### src/rtl/blur_pkg.sv
// Shared types and default geometry for the blur pipeline front end.
package blur_pkg;

  typedef enum logic [1:0] {IDLE, RUN, DONE} win_state_e;

  localparam int DEF_DATA_W = 8;
  localparam int DEF_IMG_W  = 32;
  localparam int DEF_IMG_H  = 32;

endpackage

### src/rtl/blur_window_ctrl.sv
// Frame sequencer ahead of the 3x3 window generator: tracks raster position,
// flags complete interior windows and stalls the stream until each is consumed.
module blur_window_ctrl
  import blur_pkg::*;
#(
  parameter int DATA_W  = DEF_DATA_W,
  parameter int IMG_W   = DEF_IMG_W,
  parameter int IMG_H   = DEF_IMG_H,
  localparam int ROW_W  = $clog2(IMG_H),
  localparam int COL_W  = $clog2(IMG_W)
) (
  input  logic              clk,
  input  logic              rst_n,
  input  logic              s_valid,
  output logic              s_ready,
  input  logic [DATA_W-1:0] s_data,
  input  logic              s_sof,
  output logic              win_shift,
  output logic [DATA_W-1:0] win_pixel,
  output logic              m_valid,
  input  logic              m_ready,
  output logic [ROW_W-1:0]  ctr_row,
  output logic [COL_W-1:0]  ctr_col,
  output logic              frame_done,
  output logic              sof_err
);

  localparam logic [ROW_W-1:0] ROW_LAST = ROW_W'(IMG_H - 1);
  localparam logic [COL_W-1:0] COL_LAST = COL_W'(IMG_W - 1);
  localparam logic [ROW_W-1:0] ROW_TWO  = ROW_W'(2);
  localparam logic [COL_W-1:0] COL_TWO  = COL_W'(2);

  win_state_e       state;
  logic [ROW_W-1:0] row;
  logic [COL_W-1:0] col;
  logic             acc;
  logic [ROW_W-1:0] pos_row;
  logic [COL_W-1:0] pos_col;
  logic             pos_last;
  logic             pos_interior;

  assign s_ready   = (state != DONE) && (!m_valid || m_ready);
  assign acc       = s_valid && s_ready;
  assign win_shift = acc && ((state != IDLE) || s_sof);
  assign win_pixel = s_data;

  // A start-of-frame marker always re-anchors the accepted pixel at (0,0).
  assign pos_row      = s_sof ? '0 : row;
  assign pos_col      = s_sof ? '0 : col;
  assign pos_last     = (pos_row == ROW_LAST) && (pos_col == COL_LAST);
  assign pos_interior = (pos_row >= ROW_TWO) && (pos_col >= COL_TWO);

  always_ff @(posedge clk) begin
    if (!rst_n) begin
      state      <= IDLE;
      row        <= '0;
      col        <= '0;
      m_valid    <= 1'b0;
      ctr_row    <= '0;
      ctr_col    <= '0;
      frame_done <= 1'b0;
      sof_err    <= 1'b0;
    end else begin
      frame_done <= 1'b0;
      sof_err    <= 1'b0;
      if (m_ready) m_valid <= 1'b0;

      case (state)
        // In IDLE win_shift implies s_sof, so both states share the advance path.
        IDLE, RUN: begin
          if (win_shift) begin
            if (state == RUN && s_sof) sof_err <= 1'b1;
            if (pos_interior) begin
              m_valid <= 1'b1;
              ctr_row <= pos_row - ROW_W'(1);
              ctr_col <= pos_col - COL_W'(1);
            end
            if (pos_last) begin
              state <= DONE;
              row   <= '0;
              col   <= '0;
            end else begin
              state <= RUN;
              if (pos_col == COL_LAST) begin
                col <= '0;
                row <= pos_row + ROW_W'(1);
              end else begin
                col <= pos_col + COL_W'(1);
                row <= pos_row;
              end
            end
          end
        end
        DONE: begin
          if (!m_valid || m_ready) begin
            frame_done <= 1'b1;
            state      <= IDLE;
          end
        end
        default: state <= IDLE;
      endcase
    end
  end

endmodule

### config.mk
export PLATFORM = sky130hd
export DESIGN_NAME = blur_window_ctrl
export DESIGN_NICKNAME = d
export VERILOG_FILES = /design/src/rtl/blur_pkg.sv /design/src/rtl/blur_window_ctrl.sv
export SDC_FILE = /design/constraint.sdc
export NUM_CORES = 1
export LEC_CHECK = 0
export CAP_MARGIN = 10
export CORE_UTILIZATION = 40
export DETAILED_ROUTE_END_ITERATION = 12
export MAX_ROUTING_LAYER = met4
export PLACE_DENSITY = 0.71
export SLEW_MARGIN = 30
export SYNTH_ARGS = -nofsm -noshare
export SYNTH_HDL_FRONTEND = slang
export SYNTH_SLANG_ARGS = --single-unit
### constraint.sdc
create_clock -name clk -period 2.99 [get_ports clk]
set_clock_uncertainty 0.05 [all_clocks]
set_input_delay 0.4485 -clock clk [delete_from_list [all_inputs] [get_ports clk]]
set_output_delay 0.4485 -clock clk [all_outputs]
set_load 0.03 [all_outputs]
After elaboration in Yosys (flattened, before gate mapping)
Index checks and enable logic that the tools add are counted.
{"block": "op_classes", "n_addsub": 4, "n_lt_le_gt_ge": 2, "n_eq_ne": 7, "n_mux": 16, "reduce_logical": 17}
{"operator": "$mux 5", "n": 6}
{"operator": "$add 5x1->5 const B", "n": 2}
{"operator": "$eq 5x5->1 const B", "n": 2}
{"operator": "$ge 5x2->1 const B", "n": 2}
{"operator": "$sub 5x1->5 const B", "n": 2}
{"operator": "$logic_and 1x1->1", "n": 6}
{"operator": "$mux 1", "n": 6}
{"operator": "$mux 2", "n": 3}
{"operator": "$ne 2x2->1 const B", "n": 3}
{"operator": "$reduce_and 2->1", "n": 3}
{"operator": "$reduce_and 3->1", "n": 2}
{"operator": "$pmux 2 s2", "n": 1}
{"operator": "$eq 2x1->1 const B", "n": 1}
{"operator": "$eq 2x2->1 const B", "n": 1}
{"operator": "$logic_not 2->1", "n": 1}
{"operator": "$logic_or 1x1->1", "n": 2}
{"operator": "$reduce_bool 2->1", "n": 1}
{"operator": "$reduce_or 2->1", "n": 1}
{"operator": "$logic_not 1->1", "n": 1}
{"block": "totals", "reg_bits": 25, "in_bits": 13, "out_inout_bits": 23, "wordCells": 54}

Longest topological paths before layout
{"block": "depth", "depth_word": 7, "ltp_mapped": 11, "depth_no_buf": 9}

Least setup slack after synthesis
Ideal clock, no wire load.
{"block": "synth_path", "path_type": "input to register", "start": "input port s_sof", "end": "register row[2]", "setup_ns": 0.130, "t_arrival_ns": 2.274, "setup_slack_ns": 0.536, "path_stages": 11, "n_path_buf": 3, "cell_sequence": "buf_4 clkbuf_1 nor2_1 ha_1 and3_1 ha_1 buf_2 nor2b_1 and3_1 o31ai_1 a21boi_0"}
{"block": "synth_between", "elab_chain_cells": 4, "elab_cells_between_ends": 11, "cone_classes": "add/sub: 1; eq/ne: 2; mux: 4; reduce/logical: 4"}
{"element": "start, declared", "line_no": "blur_window_ctrl.sv:17", "source": "input logic s_sof,"}
{"element": "$mux 5 (on tied branches)", "line_no": "blur_window_ctrl.sv:48, blur_window_ctrl.sv:49"}
{"element": "$add 5x1->5, or another cell as far along", "line_no": "blur_window_ctrl.sv:86", "source": "row <= pos_row + ROW_W'(1);"}
{"element": "$mux 5 or $logic_and 1x1->1 (tied branches)", "line_no": "blur_window_ctrl.sv:84, blur_window_ctrl.sv:50"}
{"element": "$mux 5", "line_no": "blur_window_ctrl.sv:78", "source": "if (pos_last) begin"}
{"element": "end signal, assigned", "line_no": "blur_window_ctrl.sv:86"}
{"element": "end signal, assigned", "line_no": "blur_window_ctrl.sv:89", "source": "row <= pos_row;"}
{"element": "end, declared", "line_no": "blur_window_ctrl.sv:34", "source": "logic [ROW_W-1:0] row;"}
Several ways; a longest one is shown, not always the timed one.
A chain may end at the register's enable or synchronous reset.

Worst setup path in the final report
{"block": "layout_path", "start": "input port s_sof", "end": "output port win_shift"}
{"block": "layout_between", "elab_chain_cells": 2}
{"element": "$logic_or 1x1->1", "line_no": "blur_window_ctrl.sv:44", "source": "assign win_shift = acc && ((state != IDLE) || s_sof);"}
{"element": "$logic_and 1x1->1", "line_no": "blur_window_ctrl.sv:44"}
{"element": "end, declared", "line_no": "blur_window_ctrl.sv:18", "source": "output logic win_shift,"}
Every way passes these cells.

==> impl_metrics.env <==
export IMPL_cap_violations=0
export IMPL_yosysSeqAreaShare=0.327
export IMPL_port_buffers=19
export IMPL_path_buf_inv=2
export IMPL_top_layer_used="met4"
export IMPL_finalMaxSlewViolations=0
export IMPL_fillers=343
export IMPL_yosys_warnings=0
export IMPL_synth_ff_type="dfxtp_1"
export IMPL_ios=36
export IMPL_cpPeakStageDelay_ps=700
export IMPL_gp_congestion=0.978
export IMPL_clkTransAtPathRegs_ps=80
export IMPL_period_needed_ps=2650
export IMPL_p_sw_uw=142
export IMPL_yosysUniqueCellTypes=42
export IMPL_final_antenna_net_count=0
export IMPL_syn_area_sq_um=1530
export IMPL_placed_area_sq_um=1730
export IMPL_async_reset_ff_frac=0
export IMPL_cts_hold_buf=0
export IMPL_p_int_uw=456
export IMPL_syn_nets=200
export IMPL_slew_headroom=0.684
export IMPL_crit_path_start_kind="input port"
export IMPL_die_w_um=63.8
export IMPL_grt_pass1_vias=1152
export IMPL_synth_top_area_cell="dfxtp_1"
export IMPL_tightest_slew_ps=472
export IMPL_clock_fmax_mhz=378
export IMPL_synthCells=179
export IMPL_n_antenna_cell=0
export IMPL_synth_edff_count=0
export IMPL_grt_max_degree=22
export IMPL_cp_required_ps=2490
export IMPL_multi_input_area_sq_um=877
export IMPL_worst_ep_arrival_time_ps=2150
export IMPL_layout_area_seq_sq_um=500
export IMPL_setup_tns_final_ps=0
export IMPL_antenna_found_initial=0
export IMPL_slowest_stage="clkdlybuf4s50_1"
export IMPL_dp_hpwl_mm=2.18
export IMPL_clkPwrFrac=0.334
export IMPL_die_h_um=63.8
export IMPL_synth_seq_cells=25
export IMPL_cts_buffers_inserted=3
export IMPL_wl_met3_um=85
export IMPL_worstPathMaxFanout=10
export IMPL_crit_type="input port to output pin"
export IMPL_clk_latency_ps=270
export IMPL_grt_pass1_wl_mm=5.22
export IMPL_drt_pass1_iterations=6
export IMPL_synth_area_leaders="dfxtp_1 33%, mux2i_1 7.2%, ha_1 6.5%, nand2_1 5.9%, buf_4 4.9%"
export IMPL_cts_max_path_buffers=2
export IMPL_row_count=22
export IMPL_utilization=0.484
export IMPL_wl_per_cell_um=12.2
export IMPL_wirelength_mm=2.93
export IMPL_route_detailed_drc=0
export IMPL_htreeDepth=1
export IMPL_p_leak_uw=0.000745
export IMPL_hold_ws_ps=412
export IMPL_met1_length_mm=1.47
export IMPL_place_ws_ps=257
export IMPL_path_delay_family="buffers and inverters"
export IMPL_fin_nets=214
export IMPL_switching_share=0.237
export IMPL_comb_power_share=0.100
export IMPL_drive_gt1_frac=0.0938
export IMPL_dr_wl_met2_mm=1.30
export IMPL_cts_sinks=25
export IMPL_crit_top_cell="clkdlybuf4s50_1"
export IMPL_grt_remaining_overflow=0
export IMPL_track_usage=0.166
export IMPL_finalCritPeriodShare=0.885
export IMPL_avgViaCountPerCell=5.15
export IMPL_hp_class="flop to flop"
export IMPL_area_growth_pct=15.8
export IMPL_fin_area_sq_um=1770
export IMPL_peakVddDrop_mv=0.155
export IMPL_core_sq_um=3660
export IMPL_rsz0062_at_grt="no"
export IMPL_tritoncts="built"
export IMPL_status="completed"
export IMPL_path_cells="clkdlybuf4s50_1 > a21oi_1 > nor3_1 > clkdlybuf4s50_1"
export IMPL_netlist_area_leader_share=0.327
export IMPL_cp_end_kind="output pin"
export IMPL_start_util=0.418
export IMPL_seqPwrFrac=0.566
export IMPL_initialDrtViolationCount=39
export IMPL_num_vias=1237
export IMPL_finalSetupViolCount=0
export IMPL_finalWorstSetupSlack_ps=343
export IMPL_syn_area_per_cell_sq_um=8.54
export IMPL_die_area_sq_um=4070
export IMPL_finalHoldViolCount=0
export IMPL_cts_resized=0
export IMPL_cts_setup_buffers=0
export IMPL_power_density_nw_per_um2=338
export IMPL_cts_root_buf="clkbuf_8"
==> through the flow <==
stage,power (uW),std cells
6_report,598,240
5_1_grt,626,240
4_1_cts,607,240
3_5_place_dp,405,236
3_3_place_gp,406,236
2_1_floorplan,409,179
==> synth_stat cells, types with 6 or more instances <==
cell type and n:
o21a_1 6, inv_1 10, o21ai_0 8, a21boi_0 8, mux2i_1 11, nor2b_1 7
ha_1 8, dfxtp_1 25, nand2_1 24, nor2_1 9, buf_4 10, clkbuf_1 6
==> worst paths after layout <==
path / start / to / slack, ps / cells after the start
max reg2reg: row[1] / row[2] / 860 / 9
max: s_sof / win_shift / 340 / 4
min: ctr_col[1] / ctr_col[1] / 410 / 2
min reg2reg: ctr_col[1] / ctr_col[1] / 410 / 2
==> cell type report <==
class                      count  area share
multi-input combinational    126       0.495
sequential                    25       0.283
inverter                      10      0.0212
timing repair buffer          27       0.141
clock buffer                   4      0.0254
tap                           48      0.0339
==> cells in the final DEF (no fill, tap or decap), types with 3 or more instances in the layout <==
cell type	Yosys	layout
xor2_1	3	3
dfxtp_1	25	25
a21boi_0	8	8
ha_1	8	8
o21ai_0	8	8
and3_1	5	5
buf_4	10	8
mux2i_1	11	11
a21oi_1	4	4
clkbuf_8	0	3
o21a_1	6	6
clkdlybuf4s50_1	0	19
nor2_1	9	9
nor2b_1	7	7
nand2_1	24	24
nor3_1	5	5
inv_1	10	10
==> flip-flops by register name, indices dropped and copies added, names as in the netlist <==
register,count
ctr_row,5
state,2
frame_done,1
col,5
sof_err,1
m_valid,1
ctr_col,5
row,5
==> worst register-to-register path, cell delays in order (launching register included) <==
cell and delay, ps:
dfxtp_1 400, inv_1 80, nor2_1 200, ha_1 270
and3_1 180, ha_1 260, nor2b_1 80, and3_1 180
o31ai_1 210, a21boi_0 100
==> power groups by stage <==
stage / combinational, uW / sequential, uW / clock (uW)
after floorplan: 63.2 / 346 / 0
after global placement: 59.9 / 346 / 0
after detailed placement: 59.5 / 346 / 0
after CTS: 59.6 / 338 / 210
after global routing: 65.8 / 339 / 222
final: 59.8 / 338 / 200
==> per-layer routing <==
metal | vias up | global-route usage
met5 | - | -
met4 | 0 | 0.0909
met3 | 7 | 0.0232
met2 | 28 | 0.255
met1 | 560 | 0.209
li1 | 642 | -
==> kinds of logic (layout without fill, tap and decap cells) <==
kind of cell / after synthesis / after routing / share of synthesized area
flip-flops: 25 / 25 / 0.327
multiplexers: 11 / 11 / 0.0720
buffers and inverters: 28 / 41 / 0.0990
XOR/XNOR: 4 / 4 / 0.0229
AO/OA/AOI/OAI: 37 / 37 / 0.177
adder cells (fa/ha/maj): 8 / 8 / 0.0655
AND/OR/NAND/NOR: 66 / 66 / 0.236
Power figures use the tool's default switching activity.
